`src/rtl/alu_pipe_responder_if.sv`:
```
// Request/response channel bundle for alu_pipe_responder.
// master = initiator side, slave = responder side.
interface alu_pipe_responder_if #(
  parameter int WIDTH = 32,
  parameter int TAG_W = 4
);
  logic             req_valid;
  logic             req_ready;
  logic [WIDTH-1:0] req_a;
  logic [WIDTH-1:0] req_b;
  logic [2:0]       req_op;
  logic [TAG_W-1:0] req_tag;
  logic             rsp_valid;
  logic             rsp_ready;
  logic [WIDTH-1:0] rsp_z;
  logic             rsp_zero;
  logic             rsp_ex;
  logic [TAG_W-1:0] rsp_tag;
  logic             busy;

  modport master (
    output req_valid, req_a, req_b, req_op, req_tag, rsp_ready,
    input  req_ready, rsp_valid, rsp_z, rsp_zero, rsp_ex, rsp_tag, busy
  );

  modport slave (
    input  req_valid, req_a, req_b, req_op, req_tag, rsp_ready,
    output req_ready, rsp_valid, rsp_z, rsp_zero, rsp_ex, rsp_tag, busy
  );
endinterface

```
`src/rtl/alu_pipe_responder.sv`:
```
// 2-stage ALU (AND/OR/ADD/SUB/SLT) with credit-limited request intake and an
// in-order response FIFO.
module alu_pipe_responder #(
  parameter int WIDTH      = 32,
  parameter int TAG_W      = 4,
  parameter int FIFO_DEPTH = 4
) (
  input logic                  clk,
  input logic                  reset,
  alu_pipe_responder_if.slave  bus
);
  localparam int PW = $clog2(FIFO_DEPTH);
  localparam int CW = PW + 2;

  typedef struct packed {
    logic [WIDTH-1:0] z;
    logic             zero;
    logic             ex;
    logic [TAG_W-1:0] tag;
  } rsp_t;

  logic [2:1]       vld_pipe;
  logic [WIDTH-1:0] s1_a, s1_b;
  logic [2:0]       s1_op;
  logic [TAG_W-1:0] s1_tag;
  rsp_t             s2_d, s2_q, head;
  rsp_t             mem [FIFO_DEPTH];
  logic [PW-1:0]    wr_ptr, rd_ptr;
  logic [PW:0]      count;
  logic [CW-1:0]    occ;
  logic             accept, push, pop;

  // Every in-flight request already owns a FIFO slot, so S2 can always push.
  assign occ    = CW'(vld_pipe[1]) + CW'(vld_pipe[2]) + CW'(count);
  assign accept = bus.req_valid && bus.req_ready;
  assign push   = vld_pipe[2];
  assign pop    = bus.rsp_valid && bus.rsp_ready;

  assign bus.req_ready = !reset && (occ < CW'(FIFO_DEPTH));
  assign bus.busy      = !reset && (occ != '0);
  assign bus.rsp_valid = !reset && (count != '0);

  assign head         = mem[rd_ptr];
  assign bus.rsp_z    = bus.rsp_valid ? head.z    : '0;
  assign bus.rsp_zero = bus.rsp_valid ? head.zero : 1'b0;
  assign bus.rsp_ex   = bus.rsp_valid ? head.ex   : 1'b0;
  assign bus.rsp_tag  = bus.rsp_valid ? head.tag  : '0;

  always_ff @(posedge clk) begin
    if (reset) vld_pipe <= '0;
    else       vld_pipe <= {vld_pipe[1], accept};
  end

  always_ff @(posedge clk) begin
    if (accept) begin
      s1_a   <= bus.req_a;
      s1_b   <= bus.req_b;
      s1_op  <= bus.req_op;
      s1_tag <= bus.req_tag;
    end
    if (vld_pipe[1]) s2_q <= s2_d;
  end

  always_comb begin
    s2_d     = '0;
    s2_d.tag = s1_tag;
    case (s1_op)
      3'b000:  s2_d.z = s1_a & s1_b;
      3'b001:  s2_d.z = s1_a | s1_b;
      3'b010:  s2_d.z = s1_a + s1_b;
      3'b110:  s2_d.z = s1_a + ~s1_b + WIDTH'(1);
      3'b111:  s2_d.z = {{(WIDTH-1){1'b0}}, ($signed(s1_a) < $signed(s1_b))};
      default: s2_d.ex = 1'b1;
    endcase
    s2_d.zero = (s2_d.z == '0);
  end

  always_ff @(posedge clk) begin
    if (push) mem[wr_ptr] <= s2_q;
  end

  always_ff @(posedge clk) begin
    if (reset) begin
      wr_ptr <= '0;
      rd_ptr <= '0;
      count  <= '0;
    end else begin
      if (push) wr_ptr <= wr_ptr + PW'(1);
      if (pop)  rd_ptr <= rd_ptr + PW'(1);
      case ({push, pop})
        2'b10:   count <= count + (PW+1)'(1);
        2'b01:   count <= count - (PW+1)'(1);
        default: count <= count;
      endcase
    end
  end

  a_no_push_full: assert property (@(posedge clk) disable iff (reset)
    !(push && count == (PW+1)'(FIFO_DEPTH)));
  a_no_pop_empty: assert property (@(posedge clk) disable iff (reset)
    !(pop && count == '0));
endmodule

```
`src/flat_wrapper.sv`:
```
// flat-port wrapper written by rule: the top's interface ports become plain ports
module alu_pipe_responder_flat 
#(
  parameter int WIDTH      = 32,
  parameter int TAG_W      = 4,
  parameter int FIFO_DEPTH = 4
)
  (clk, reset, bus_req_valid, bus_req_a, bus_req_b, bus_req_op, bus_req_tag, bus_rsp_ready, bus_req_ready, bus_rsp_valid, bus_rsp_z, bus_rsp_zero, bus_rsp_ex, bus_rsp_tag, bus_busy);
  alu_pipe_responder_if #(.WIDTH(WIDTH), .TAG_W(TAG_W)) bus_i ();
  input logic clk;
  input logic reset;
  input wire logic [$bits(bus_i.req_valid)-1:0] bus_req_valid;
  input wire logic [$bits(bus_i.req_a)-1:0] bus_req_a;
  input wire logic [$bits(bus_i.req_b)-1:0] bus_req_b;
  input wire logic [$bits(bus_i.req_op)-1:0] bus_req_op;
  input wire logic [$bits(bus_i.req_tag)-1:0] bus_req_tag;
  input wire logic [$bits(bus_i.rsp_ready)-1:0] bus_rsp_ready;
  output wire logic [$bits(bus_i.req_ready)-1:0] bus_req_ready;
  output wire logic [$bits(bus_i.rsp_valid)-1:0] bus_rsp_valid;
  output wire logic [$bits(bus_i.rsp_z)-1:0] bus_rsp_z;
  output wire logic [$bits(bus_i.rsp_zero)-1:0] bus_rsp_zero;
  output wire logic [$bits(bus_i.rsp_ex)-1:0] bus_rsp_ex;
  output wire logic [$bits(bus_i.rsp_tag)-1:0] bus_rsp_tag;
  output wire logic [$bits(bus_i.busy)-1:0] bus_busy;
  assign bus_i.req_valid = bus_req_valid;
  assign bus_i.req_a = bus_req_a;
  assign bus_i.req_b = bus_req_b;
  assign bus_i.req_op = bus_req_op;
  assign bus_i.req_tag = bus_req_tag;
  assign bus_i.rsp_ready = bus_rsp_ready;
  assign bus_req_ready = bus_i.req_ready;
  assign bus_rsp_valid = bus_i.rsp_valid;
  assign bus_rsp_z = bus_i.rsp_z;
  assign bus_rsp_zero = bus_i.rsp_zero;
  assign bus_rsp_ex = bus_i.rsp_ex;
  assign bus_rsp_tag = bus_i.rsp_tag;
  assign bus_busy = bus_i.busy;
  alu_pipe_responder #(.WIDTH(WIDTH), .TAG_W(TAG_W), .FIFO_DEPTH(FIFO_DEPTH)) u_core (.clk(clk), .reset(reset), .bus(bus_i));
endmodule
```
`config.mk`:
```
export PLATFORM = sky130hd
export DESIGN_NAME = alu_pipe_responder_flat
export DESIGN_NICKNAME = d
export VERILOG_FILES = /design/src/rtl/alu_pipe_responder_if.sv /design/src/rtl/alu_pipe_responder.sv /design/src/flat_wrapper.sv
export SDC_FILE = /design/constraint.sdc
export NUM_CORES = 1
export LEC_CHECK = 0
export ABC_AREA = 1
export ABC_CLOCK_PERIOD_IN_PS = 11700
export CAP_MARGIN = 20
export CORE_MARGIN = 1.5
export CORE_UTILIZATION = 60
export CTS_CLUSTER_DIAMETER = 100
export DETAILED_ROUTE_END_ITERATION = 10
export PLACE_DENSITY = 0.93
export SYNTH_ARGS = -nofsm -noshare
export SYNTH_HDL_FRONTEND = slang
export SYNTH_SLANG_ARGS = --single-unit
```
`constraint.sdc`:
```
create_clock -name clk -period 11.7 [get_ports clk]
set_input_delay 1.17 -clock clk [delete_from_list [all_inputs] [get_ports clk]]
set_output_delay 1.17 -clock clk [all_outputs]
set_load 0.01 [all_outputs]
```
==> flow_summary.toml <==
[run_status]
status = "completed"

[die]
fp.dieH_um = 167.3
ios = 116
initial_core_util = 0.6166
die-area_um2 = 28000
coreArea_um2 = 26280
die_x_um = 167.3
placementRows = 59

[synthesis]
synth_area_um2 = 16210
synth_edf_count = 261
synth_cell_type_count = 38
syn_area_per_cell_um2 = 8.209
yosysSeqAreaShare = 0.4972
ys_ff_latch = 272
netlist_instances = 1974
syn-num-nets = 2160
synth_flop_cell = "edfxtp_1"
yosysWarnings = 0
async_flop_share = 0

[detailed_routing]
drt_wl_total_mm = 41.25
ant_nets = 0
drtIter0Drc = 1491
first_pass_iters = 6
routed_via_density = 5.579
wire_per_inst_um = 17.02
num_vias = 13523
drc = 0

[layout]
layout-drive-gt1-share = 0.03734
nNetsFinal = 2253
most-common-layout-cells = "nand2_1, inv_1, nor2_1, edfxtp_1, nand3_1"
synthToLayoutAreaGrowth_pct = 14.34
layout_commonest_cell = "nand2_1"
n_antenna_cell = 0
fin_area_um2 = 18530

[setup_path]
start_kind = "input port"
crit_type = "in2out"
max_stage_delay_ps = 700
critPathMaxFanout = 31
arrival_ps = 3670
crit_slowest_cell = "clkdlybuf4s50_1"
end_kind = "output port"
critPathTopFamily = "buffers and inverters"
worstPathRequired_ps = 10530
crit_top_cell = "clkdlybuf4s50_1"
path_cells = "clkdlybuf4s50_1 > a31oi_1 > inv_1 > buf_16 > a21oi_1 > clkdlybuf4s50_1"
path_buf_inv = 4

[flow_run]
drv_cap = 0

[place]
gp_congestion = 0.9725
portBuffers = 115
post-place-ws_ps = 6685
hpwlAfterDp_mm = 30.13
placed_area_um2 = 17550

[global_route]
overflow = 0
grt_pass1_wl_mm = 65.68
grt_usage = 0.2964
antenna_found_initial = 0
grt_pass1_vias = 12946
grt_max_degree = 78

[power_and_ir_drop]
p_leak_nw = 8.306
report.power.total_mw = 2.390
irDropWorstVdd_uv = 106.3
power_density_nw_per_um2 = 129.0

[clocking]
clkSinkCount = 272
clkTransAtPathRegs_ps = 60
hold_buffers = 0
cts_tree = "built"
htree_levels = 1
clock_path_buffers = 3
cts_root_buf = "clkbuf_16"
cts_resized = 0
post-cts-setup-buffer-count = 0
clk_latency_ps = 560
cts_buffers = 28

[sta]
drv_slew = 0
hold_viol_final = 0
setup_tns_ps = 0
worst_pin_slew_ps = 1084
finClkSkew_ps = 39.76
finalSetupViolCount = 0
setup_slack_ps = 6855
period_share = 0.4141
fmax_ghz = 0.2064
slew_headroom = 0.2753
period_minus_slack_ps = 4845
grt_setup_unrepaired = "no"

[hold_path]
hp-class = "reg2reg"
## metrics by stage
| stage | hold WS, ps | cells | utilization |
|---|---|---|---|
| after floorplan | 400.3 | 1974 | - |
| after global placement | 406.3 | 2371 | 0.6677 |
| after detailed placement | 407.2 | 2371 | 0.6677 |
| after CTS | 429.9 | 2423 | 0.7040 |
| after global routing | 440.7 | 2424 | 0.7051 |
| final | 429.7 | 2424 | 0.7051 |
## Yosys cell counts, drive strengths merged, types with 9 or more instances
cell type | n | area [um2]
buf | 35 | 215.2
edfxtp | 261 | 7838
nand4 | 9 | 56.30
inv | 347 | 1303
nor3 | 17 | 85.08
dfxtp | 11 | 220.2
nand2 | 456 | 1719
a21oi | 102 | 518.0
o21ai | 111 | 555.5
nor2 | 306 | 1159
ha | 107 | 1339
clkbuf | 31 | 117.6
nand3 | 119 | 600.6
o21bai | 9 | 67.56
o22ai | 23 | 143.9
## registers in the layout, summed over array words and instances, names as in the netlist, named ones only
signal           count
u_core.wr_ptr        2
u_core.count         3
u_core.s1_tag        4
u_core.rd_ptr        2
u_core.s2_q         38
u_core.s1_b         32
u_core.s1_a         32
u_core.mem         152
u_core.s1_op         3
u_core.vld_pipe      2
## worst paths after layout
kind	slack, ps	from	end	depth (start not counted)
worst max register to register	7930	u_core.vld_pipe[1]	u_core.s1_a[30]	9
worst max-delay path	6860	reset	bus_rsp_z[23]	6
worst min-delay path	430	u_core.s1_tag[0]	u_core.s2_q[0]	0
worst min register to register	430	u_core.s1_tag[0]	u_core.s2_q[0]	0
## where the power goes
group          switching, mW  internal (mW)  leakage (nW)
clock                  0.377          0.534         0.468
sequential            0.0195           1.10          2.49
combinational          0.231          0.125          5.34
## layout make-up
class,instances,area [um2]
multi-input combinational,1289,6518
inverter,347,1303
clock inverter,20,239.0
sequential,272,8059
timing repair buffer,129,1276
fill,1998,7751
tap,335,419.2
clock buffer,32,715.7
## cell families after synthesis
kind of cell / after synthesis / synth area share
flip-flops: 272 / 0.4972
buffers and inverters: 413 / 0.1009
AND/OR/NAND/NOR: 923 / 0.2303
adder cells (fa/ha/maj): 111 / 0.08755
AO/OA/AOI/OAI: 255 / 0.08400
## routing by layer
metal	GRT usage	vias up	part of all wire
li1	-	6521	-
met1	0.3967	6238	0.41
met2	0.5022	663	0.48
met3	0.03829	101	0.083
met4	0.09871	0	0.034
met5	0	-	0
No activity file was read; power rests on OpenSTA's default activity.
